### config.mk
export PLATFORM = sky130hd
export DESIGN_NAME = adder_share_arb
export DESIGN_NICKNAME = d
export VERILOG_FILES = /design/src/rtl/adder_arb_pkg.sv /design/src/rtl/cla_64bit.sv /design/src/rtl/rr_pick.sv /design/src/rtl/adder_share_arb.sv
export SDC_FILE = /design/constraint.sdc
export NUM_CORES = 1
export LEC_CHECK = 0
export CAP_MARGIN = 25
export CORE_AREA = 3 3 228 230
export DETAILED_ROUTE_END_ITERATION = 6
export DIE_AREA = 0 0 231 233
export MAX_ROUTING_LAYER = met4
export PLACE_DENSITY = 0.51
export SLEW_MARGIN = 20
export SYNTH_ARGS = -nofsm -noshare
export SYNTH_HDL_FRONTEND = slang
export SYNTH_SLANG_ARGS = --single-unit
### constraint.sdc
create_clock -name clk -period 16.5 [get_ports clk]
set_input_delay 3.3 -clock clk [delete_from_list [all_inputs] [get_ports clk]]
set_output_delay 3.3 -clock clk [all_outputs]
set_load 0.005 [all_outputs]
### src/rtl/adder_arb_pkg.sv
// Shared types for the round-robin adder-sharing arbiter.
// The subtract option is enabled by defining ADDER_ARB_SUB_EN.
package adder_arb_pkg;
   localparam int ADDER_W  = 64;
   localparam int ID_MAX_W = 3;   // holds any index of up to 8 requesters

   typedef enum logic [0:0] {
      EMPTY = 1'b0,
      FULL  = 1'b1
   } ostage_t;

   typedef struct packed {
      logic [ADDER_W-1:0]  sum;
      logic                cout;
      logic [ID_MAX_W-1:0] id;
   } rsp_t;
endpackage

### src/rtl/cla_64bit.sv
// 64-bit carry-lookahead adder: 4-bit lookahead blocks whose block
// generate/propagate terms feed a block-carry chain.
module cla_64bit
   import adder_arb_pkg::*;
(
   input  logic [ADDER_W-1:0] a,
   input  logic [ADDER_W-1:0] b,
   input  logic               cin,
   output logic [ADDER_W-1:0] sum,
   output logic               cout
);
   localparam int NBLK = ADDER_W / 4;

   logic [ADDER_W-1:0] g;
   logic [ADDER_W-1:0] p;
   logic [ADDER_W-1:0] c;
   logic [NBLK:0]      bc;
   logic               blk_g;
   logic               blk_p;

   always_comb begin
      g     = a & b;
      p     = a ^ b;
      c     = '0;
      bc    = '0;
      blk_g = 1'b0;
      blk_p = 1'b0;
      bc[0] = cin;
      for (int k = 0; k < NBLK; k++) begin
         c[4*k]   = bc[k];
         c[4*k+1] = g[4*k] | (p[4*k] & bc[k]);
         c[4*k+2] = g[4*k+1] | (p[4*k+1] & g[4*k]) | (p[4*k+1] & p[4*k] & bc[k]);
         c[4*k+3] = g[4*k+2] | (p[4*k+2] & g[4*k+1]) | (p[4*k+2] & p[4*k+1] & g[4*k])
                  | (p[4*k+2] & p[4*k+1] & p[4*k] & bc[k]);
         blk_g    = g[4*k+3] | (p[4*k+3] & g[4*k+2]) | (p[4*k+3] & p[4*k+2] & g[4*k+1])
                  | (p[4*k+3] & p[4*k+2] & p[4*k+1] & g[4*k]);
         blk_p    = &p[4*k +: 4];
         bc[k+1]  = blk_g | (blk_p & bc[k]);
      end
      sum  = p ^ c;
      cout = bc[NBLK];
   end
endmodule

### src/rtl/rr_pick.sv
// Combinational round-robin picker: first set request at or after ptr,
// wrapping modulo N.
module rr_pick #(
   parameter int N  = 4,
   parameter int PW = 3
) (
   input  logic [N-1:0]  req,
   input  logic [PW-1:0] ptr,
   output logic [N-1:0]  gnt,
   output logic [PW-1:0] idx,
   output logic          any
);
   localparam int PAD = 2 ** PW;

   logic [PAD-1:0] req_pad;
   logic [PW:0]    pos;

   // Scan from the farthest offset down so the nearest request to ptr wins.
   always_comb begin
      req_pad = PAD'(req);
      idx     = '0;
      any     = 1'b0;
      pos     = '0;
      for (int k = N - 1; k >= 0; k--) begin
         pos = {1'b0, ptr} + (PW+1)'(k);
         if (pos >= (PW+1)'(N)) pos = pos - (PW+1)'(N);
         if (req_pad[pos[PW-1:0]]) begin
            idx = pos[PW-1:0];
            any = 1'b1;
         end
      end
      gnt = '0;
      for (int j = 0; j < N; j++) gnt[j] = any & (idx == PW'(j));
   end
endmodule

### src/rtl/adder_share_arb.sv
// Round-robin arbiter sharing one cla_64bit among NREQ requesters, with a
// single-entry tagged output register. Define ADDER_ARB_SUB_EN for req_sub.
module adder_share_arb
   import adder_arb_pkg::*;
#(
   parameter int NREQ = 4,
   parameter int IDW  = 3
) (
   input  logic                      clk,
   input  logic                      rst,
   input  logic [NREQ-1:0]           req_valid,
   output logic [NREQ-1:0]           req_ready,
   input  logic [NREQ*ADDER_W-1:0]   req_a,
   input  logic [NREQ*ADDER_W-1:0]   req_b,
   input  logic [NREQ-1:0]           req_cin,
`ifdef ADDER_ARB_SUB_EN
   input  logic [NREQ-1:0]           req_sub,
`endif
   output logic                      rsp_valid,
   input  logic                      rsp_ready,
   output logic [ADDER_W-1:0]        rsp_sum,
   output logic                      rsp_cout,
   output logic [IDW-1:0]            rsp_id,
   output logic [0:0]                state_dbg
);
   localparam logic [0:0] S_EMPTY = EMPTY;
   localparam logic [0:0] S_FULL  = FULL;

   logic [0:0]         state;
   logic [IDW-1:0]     ptr;
   rsp_t               rsp_q;
   logic [NREQ-1:0]    gnt;
   logic [IDW-1:0]     gnt_idx;
   logic               gnt_any;
   logic               can_accept;
   logic               accept;
   logic [ADDER_W-1:0] a_sel;
   logic [ADDER_W-1:0] b_sel;
   logic               cin_sel;
   logic [ADDER_W-1:0] b_eff;
   logic               cin_eff;
   logic [ADDER_W-1:0] add_sum;
   logic               add_cout;
   logic [IDW-1:0]     ptr_next;

   rr_pick #(.N(NREQ), .PW(IDW)) u_pick (
      .req (req_valid),
      .ptr (ptr),
      .gnt (gnt),
      .idx (gnt_idx),
      .any (gnt_any)
   );

   // Handshakes: a transfer happens on a cycle where valid & ready are both
   // high. req_ready may depend combinationally on req_valid; rsp_* are
   // held stable while rsp_valid=1 and rsp_ready=0.
   assign can_accept = (state == S_EMPTY) | rsp_ready;
   assign req_ready  = gnt & {NREQ{can_accept & ~rst}};
   assign accept     = gnt_any & can_accept & ~rst;

`ifdef ADDER_ARB_SUB_EN
   logic sub_sel;
`endif

   always_comb begin
      a_sel   = '0;
      b_sel   = '0;
      cin_sel = 1'b0;
`ifdef ADDER_ARB_SUB_EN
      sub_sel = 1'b0;
`endif
      for (int i = 0; i < NREQ; i++) begin
         if (gnt[i]) begin
            a_sel   = req_a[i*ADDER_W +: ADDER_W];
            b_sel   = req_b[i*ADDER_W +: ADDER_W];
            cin_sel = req_cin[i];
`ifdef ADDER_ARB_SUB_EN
            sub_sel = req_sub[i];
`endif
         end
      end
   end

`ifdef ADDER_ARB_SUB_EN
   // a - b computed as a + ~b + 1; cout=1 then means no borrow.
   assign b_eff   = sub_sel ? ~b_sel : b_sel;
   assign cin_eff = sub_sel ? 1'b1 : cin_sel;
`else
   assign b_eff   = b_sel;
   assign cin_eff = cin_sel;
`endif

   cla_64bit u_add (
      .a    (a_sel),
      .b    (b_eff),
      .cin  (cin_eff),
      .sum  (add_sum),
      .cout (add_cout)
   );

   assign ptr_next = (gnt_idx == IDW'(NREQ - 1)) ? '0 : gnt_idx + IDW'(1);

   always_ff @(posedge clk or posedge rst) begin
      if (rst) begin
         state <= S_EMPTY;
         ptr   <= '0;
         rsp_q <= '0;
      end else if (accept) begin
         state <= S_FULL;
         ptr   <= ptr_next;
         rsp_q <= '{sum: add_sum, cout: add_cout, id: ID_MAX_W'(gnt_idx)};
      end else if ((state == S_FULL) && rsp_ready) begin
         state <= S_EMPTY;
      end
   end

   assign rsp_valid = (state == S_FULL);
   assign rsp_sum   = rsp_q.sum;
   assign rsp_cout  = rsp_q.cout;
   assign rsp_id    = IDW'(rsp_q.id);
   assign state_dbg = state;
endmodule

; ---- Word-level counts from Yosys, hierarchy flattened
; Cells that the tools add are included.
[totals]
reg_bits = 72
output_inout_bits = 74
word_cells = 492
[op_classes]
add_sub_neg = 8
order_cmp = 8
n_eq_ne = 3
mux = 35
bitwise = 414
reduce_logical = 19
[op_table]
columns = cell, n
row1 = 64-bit 2-to-1 mux, 8
row2 = 1-bit AND, 247
row3 = 1-bit OR, 161
row4 = 64-bit bitwise XOR, 2
row5 = 64-bit AND, 1
row6 = 4-bit AND reduction, 16
row7 = 3-bit 2-to-1 mux, 9
row8 = 3-bit by 4-bit < comparator with 1-bit output (second input constant), 4
row9 = 1-bit 2-to-1 mux, 14
row10 = 1-bit binary-select mux with 3-bit select, 4
row11 = 4-bit by 3-bit >= comparator with 1-bit output (second input constant), 3
row12 = 3-bit subtractor (second input constant), 4
row13 = 3-bit by 2-bit adder with 4-bit output (second input constant), 2
row14 = 3-bit by 2-bit == test with 1-bit output (second input constant), 2
row15 = 3-bit by 1-bit adder with 4-bit output (second input constant), 1
row16 = 4-bit AND, 1
row17 = 3-bit by 1-bit adder with 3-bit output (second input constant), 1
row18 = 3-bit by 1-bit == test with 1-bit output (second input constant), 1
row19 = 3-bit >= comparator (second input constant), 1
row20 = 3-bit logical NOT, 1
row21 = 1-bit NOT, 2
row22 = 2-bit nonzero test, 1
row23 = 1-bit logical AND, 1

; ---- Logic depth before layout (Yosys ltp)
[logic_depth]
depth_word = 52
ltp_mapped = 32

; ---- Hierarchy
; Synthesis repeated with hierarchy kept, for this count alone.
[unflattened]
hier_cells = 1031
hier_area_um2 = 9323.9
[by_module_without_submodules]
columns = mod, n_inst, cells_per_inst, area_per_inst_um2
row1 = adder_share_arb, 1, 629, 6079.6
row2 = cla_64bit, 1, 350, 2889.0
row3 = rr_pick, 1, 52, 355.3

; ---- Worst setup path before layout
; No wires, ideal clock.
[synth_path]
kind = input -> output
from = input rst
to = output req_ready[0]
t_arrival_ns = 5.673
required_time_ns = 13.200
setup_slack_ns = 7.527
path_stages = 4
n_path_buf = 1
path_cell_list = inv_1 -> and3_1 -> clkbuf_1 -> and2_1
[synth_via]
elab_chain_len = 3
[synth_rtl]
columns = element, line
row1 = start: declaration, adder_share_arb.sv:10  ; input logic rst,
row2 = 1-bit NOT, adder_share_arb.sv:58  ; assign req_ready = gnt & {NREQ{can_accept & ~rst}};
row3 = 1-bit AND, adder_share_arb.sv:58
row4 = 4-bit AND, adder_share_arb.sv:58
row5 = end: declaration, adder_share_arb.sv:12  ; output logic [NREQ-1:0] req_ready,
; No other way between the ends.

; ---- Worst setup path in the final report
[layout_path]
from = input req_valid[2]
to = register rsp_q (netlist bit rsp_sum[44])
[layout_via]
elab_chain_len = 39
[layout_rtl]
columns = element, line
row1 = start: declaration, adder_share_arb.sv:11  ; input logic [NREQ-1:0] req_valid,
row2 = 1-bit binary-select mux with 3-bit select, rr_pick.sv:27  ; if (req_pad[pos[PW-1:0]]) begin
row3 = 1-bit 2-to-1 mux (not written as such), rr_pick.sv:27
row4 = 3-bit 2-to-1 mux (3 in a row), rr_pick.sv:27
row5 = 3-bit 2-to-1 mux (*), rr_pick.sv:27
row6 = net gnt_idx[1], adder_share_arb.sv:33  ; logic [IDW-1:0] gnt_idx;
row7 = 3-bit logical NOT, rr_pick.sv:33  ; for (int j = 0; j < N; j++) gnt[j] = any & (idx == PW'(j));
row8 = 1-bit AND, rr_pick.sv:33
row9 = 64-bit 2-to-1 mux (4 in a row), adder_share_arb.sv:73  ; if (gnt[i]) begin
row10 = (+19 left out), n/a
row11 = 1-bit OR, cla_64bit.sv:38  ; bc[k+1] = blk_g | (blk_p & bc[k]);
row12 = 1-bit AND, cla_64bit.sv:38
row13 = 1-bit OR, cla_64bit.sv:38
row14 = 1-bit AND, cla_64bit.sv:38
row15 = 1-bit OR, cla_64bit.sv:38
row16 = 1-bit AND, cla_64bit.sv:38
row17 = 1-bit OR, cla_64bit.sv:38
row18 = 64-bit bitwise XOR (*), cla_64bit.sv:40  ; sum = p ^ c;
row19 = end signal: assignment, adder_share_arb.sv:111  ; rsp_q <= '{sum: add_sum, cout: add_cout, id: ID_MAX_W'(gnt_idx)};
row20 = end: declaration, adder_share_arb.sv:31  ; rsp_t rsp_q;
; Mark *: on every way through the listed nets, which the timed path passes. The rest lies on a longest branch. The select of a mux whose other input is x is not followed.
; A chain may end at the register's enable or synchronous reset.

==> impl_metrics.yaml <==
die:
  io_pins: 597
  core_area_mm2: 0.05007
  fp.dieArea_mm2: 0.05382
  die_h_um: 233
  die_w_um: 231
  rows: 82
  start_util_pct: 18.96
timing:
  min_period_ps: 10660
  finalHoldViolations: 0
  tightest_slew_ps: 872.0
  fmax_mhz: 93.83
  slew_headroom_pct: 41.87
  timing.setup.tns_ps: 0
  fin_crit_sh_pct: 64.59
  whs_ps: 474.2
  fin_skew_ps: 8.964
  finalSetupViolations: 0
  drv_slew: 0
  rsz0062_at_grt: "false"
synthesis:
  yosys_warnings: 0
  synthCells: 1285
  postSynth.asyncResetShare_pct: 100.0
  syn_area_mm2: 0.009494
  avgSynthCellArea_um2: 7.388
  syn_nets: 1894
  seq_area_frac_synth_pct: 18.98
  synth-edff-count: 0
  ys_ff_latch: 72
  synth.distinct_cells: 76
  ys.flop_type: "dfrtp_1"
clock_tree:
  htree_levels: 3
  cts_num_sinks: 72
  clockBufferDepth: 2
  cts_setup_buffers: 0
  post_cts_resize_count: 0
  clock_latency_ps: 340
  cts_tree: "built"
  clk_pin_slew_ps: 70
  numCtsBuffers: 9
  root_buffer: "clkbuf_16"
  hold_buffers: 0
finish:
  final_cells: 2479
  final_nets: 2409
  drive_gt1_share_pct: 4.102
  area_growth_pct: 71.74
routing:
  drt-pass1-iter-count: 5
  antenna_left: 0
  routed-via-count: 12073
  post_drt_wl_per_cell_um: 21.33
  dr.first_iter.drc_count: 737
  wl_um: 52870
  via_per_inst: 4.870
  drc_errors: 0
min_path:
  hold_class: "flop to flop"
  whs_path_depth: 2
global_routing:
  grt_pass1_vias: 12161
  grt_use_met2_pct: 31.50
  grt_use_total_pct: 19.11
  grt_pass1_wl_um: 75620
  overflow: 0
  grt.busiest_layer: "met2"
  met3_usage_pct: 3.795
  grt_start_max_net_pins: 92
  grtUsageMet1_pct: 23.96
  antenna_found_initial: 2
worst_setup_path:
  cp_slowest_cell: "a221oi_1"
  slowest_delay_ps: 660
  cp-end-kind: "flop"
  arrival_ps: 10900
  crit_path_start_kind: "primary input"
  r2r_cells: 26
  path_max_fanout: 47
  worstSetupPathType: "primary input to flop"
  crit_required_ps: 16750
status:
  status: "complete, no violations"
placement:
  portBuffers: 596
  hpwl_um: 43300
  routabilityCongestion: 0.8744
  place_inst: 2461
run:
  cap_violations: 0
[per-stage QoR]
stage / setup WS, ps / area [um^2] / utilization [%]
after CTS: 5862 / 16300 / 32.55
final: 5842 / 16310 / 32.57
after floorplan: 7527 / 9494 / -
after detailed placement: 5480 / 16020 / 32.00
after global placement: 5577 / 16020 / 32.00
after global routing: 5346 / 16300 / 32.56
[logic make-up (layout without fill, tap and decap cells)]
group | after synthesis | count (layout) | synth area share [%]
compound gates | 552 | 552 | 39.64
xor+xnor | 31 | 31 | 2.860
fa+ha+maj | 86 | 86 | 12.60
buf+inv | 159 | 678 | 6.589
flops | 72 | 72 | 18.98
mux | 9 | 9 | 1.120
other cells | 0 | 3 | 0
simple gates | 376 | 376 | 18.21
[worst paths after layout]
kind	slack [ps]	to	start
min in group asynchronous	3370	rsp_id[0]$_DFFE_PP0P_	rst
setup reg to reg	8010	rsp_sum[44]$_DFFE_PP0P_	ptr[0]$_DFFE_PP0P_
max in group asynchronous	12130	rsp_sum[35]$_DFFE_PP0P_	rst
hold / removal	470	rsp_sum[11]$_DFFE_PP0P_	rsp_sum[11]$_DFFE_PP0P_
hold reg to reg	470	rsp_sum[11]$_DFFE_PP0P_	rsp_sum[11]$_DFFE_PP0P_
setup / recovery	5840	rsp_sum[44]$_DFFE_PP0P_	req_valid[2]
[cells in the final DEF (no fill, tap or decap), types with 19 or more instances in the layout]
cell type / n
nand3_1: 19
clkdlybuf4s50_1: 596
dfrtp_1: 72
a21o_1: 36
o21ai_1: 114
xor2_1: 22
a221oi_1: 32
nor2_1: 54
inv_1: 39
a221o_1: 99
nor3_1: 42
a21oi_1: 41
o21ai_0: 145
nand2_1: 186
ha_1: 70
[cell usage after synthesis (all sizes together) (4+ instances only)]
library cell | number | area (um^2)
nor3b | 14 | 105.1
o31ai | 6 | 45.04
a21oi | 48 | 266.5
o21bai | 5 | 41.29
buf | 22 | 110.1
and3b | 4 | 35.03
nand3 | 21 | 110.1
a31oi | 9 | 56.30
a2111oi | 5 | 51.30
inv | 52 | 195.2
nor2 | 54 | 202.7
and3 | 7 | 43.79
nand4 | 10 | 62.56
o211ai | 10 | 75.07
dfrtp | 72 | 1802
xnor2 | 9 | 78.83
or3 | 5 | 31.28
a221o | 99 | 991.0
clkbuf | 83 | 311.6
xor2 | 22 | 192.7
ha | 70 | 875.8
a21o | 36 | 270.3
nand2 | 187 | 701.9
and2 | 9 | 56.30
nor3 | 42 | 210.2
or4 | 4 | 30.03
nand2b | 4 | 25.02
and4 | 5 | 43.79
fa | 16 | 320.3
mux2i | 5 | 50.05
o21ai | 260 | 1305
o21a | 9 | 67.56
a211oi | 8 | 65.06
a221oi | 34 | 310.3
[layout make-up]
type | instances | area, um^2
Clock inverter | 3 | 17.52
Tap cell | 672 | 840.8
Clock buffer | 12 | 256.5
Fill cell | 5415 | 33760
Inverter | 54 | 206.4
Timing Repair Buffer | 609 | 6076
Antenna cell | 3 | 7.507
Sequential cell | 72 | 1802
Multi-Input combinational cell | 1054 | 7099
[critical path: cells and delay by family]
family,cells,cell delay [ps]
muxes,1,110
buffers and inverters,5,1970
AOI/OAI and AO/OA,10,2840
and+or+nand+nor,6,1640
adders and majority gates,3,990
[layer usage]
layer / vias up / wire, um
met5: - / 0
met4: 0 / 1288
met3: 58 / 3178
met2: 430 / 25150
met1: 5715 / 23250
li1: 5870 / -
[sequential cells by signal (all words and copies together), names as in the netlist]
name / cells
ptr: 3
rsp_cout: 1
rsp_id: 3
rsp_sum: 64
rsp_valid: 1
Power is left out: the tool's default activity adds up to more than one toggle a clock period on the data nets, which glitch-free logic cannot reach.
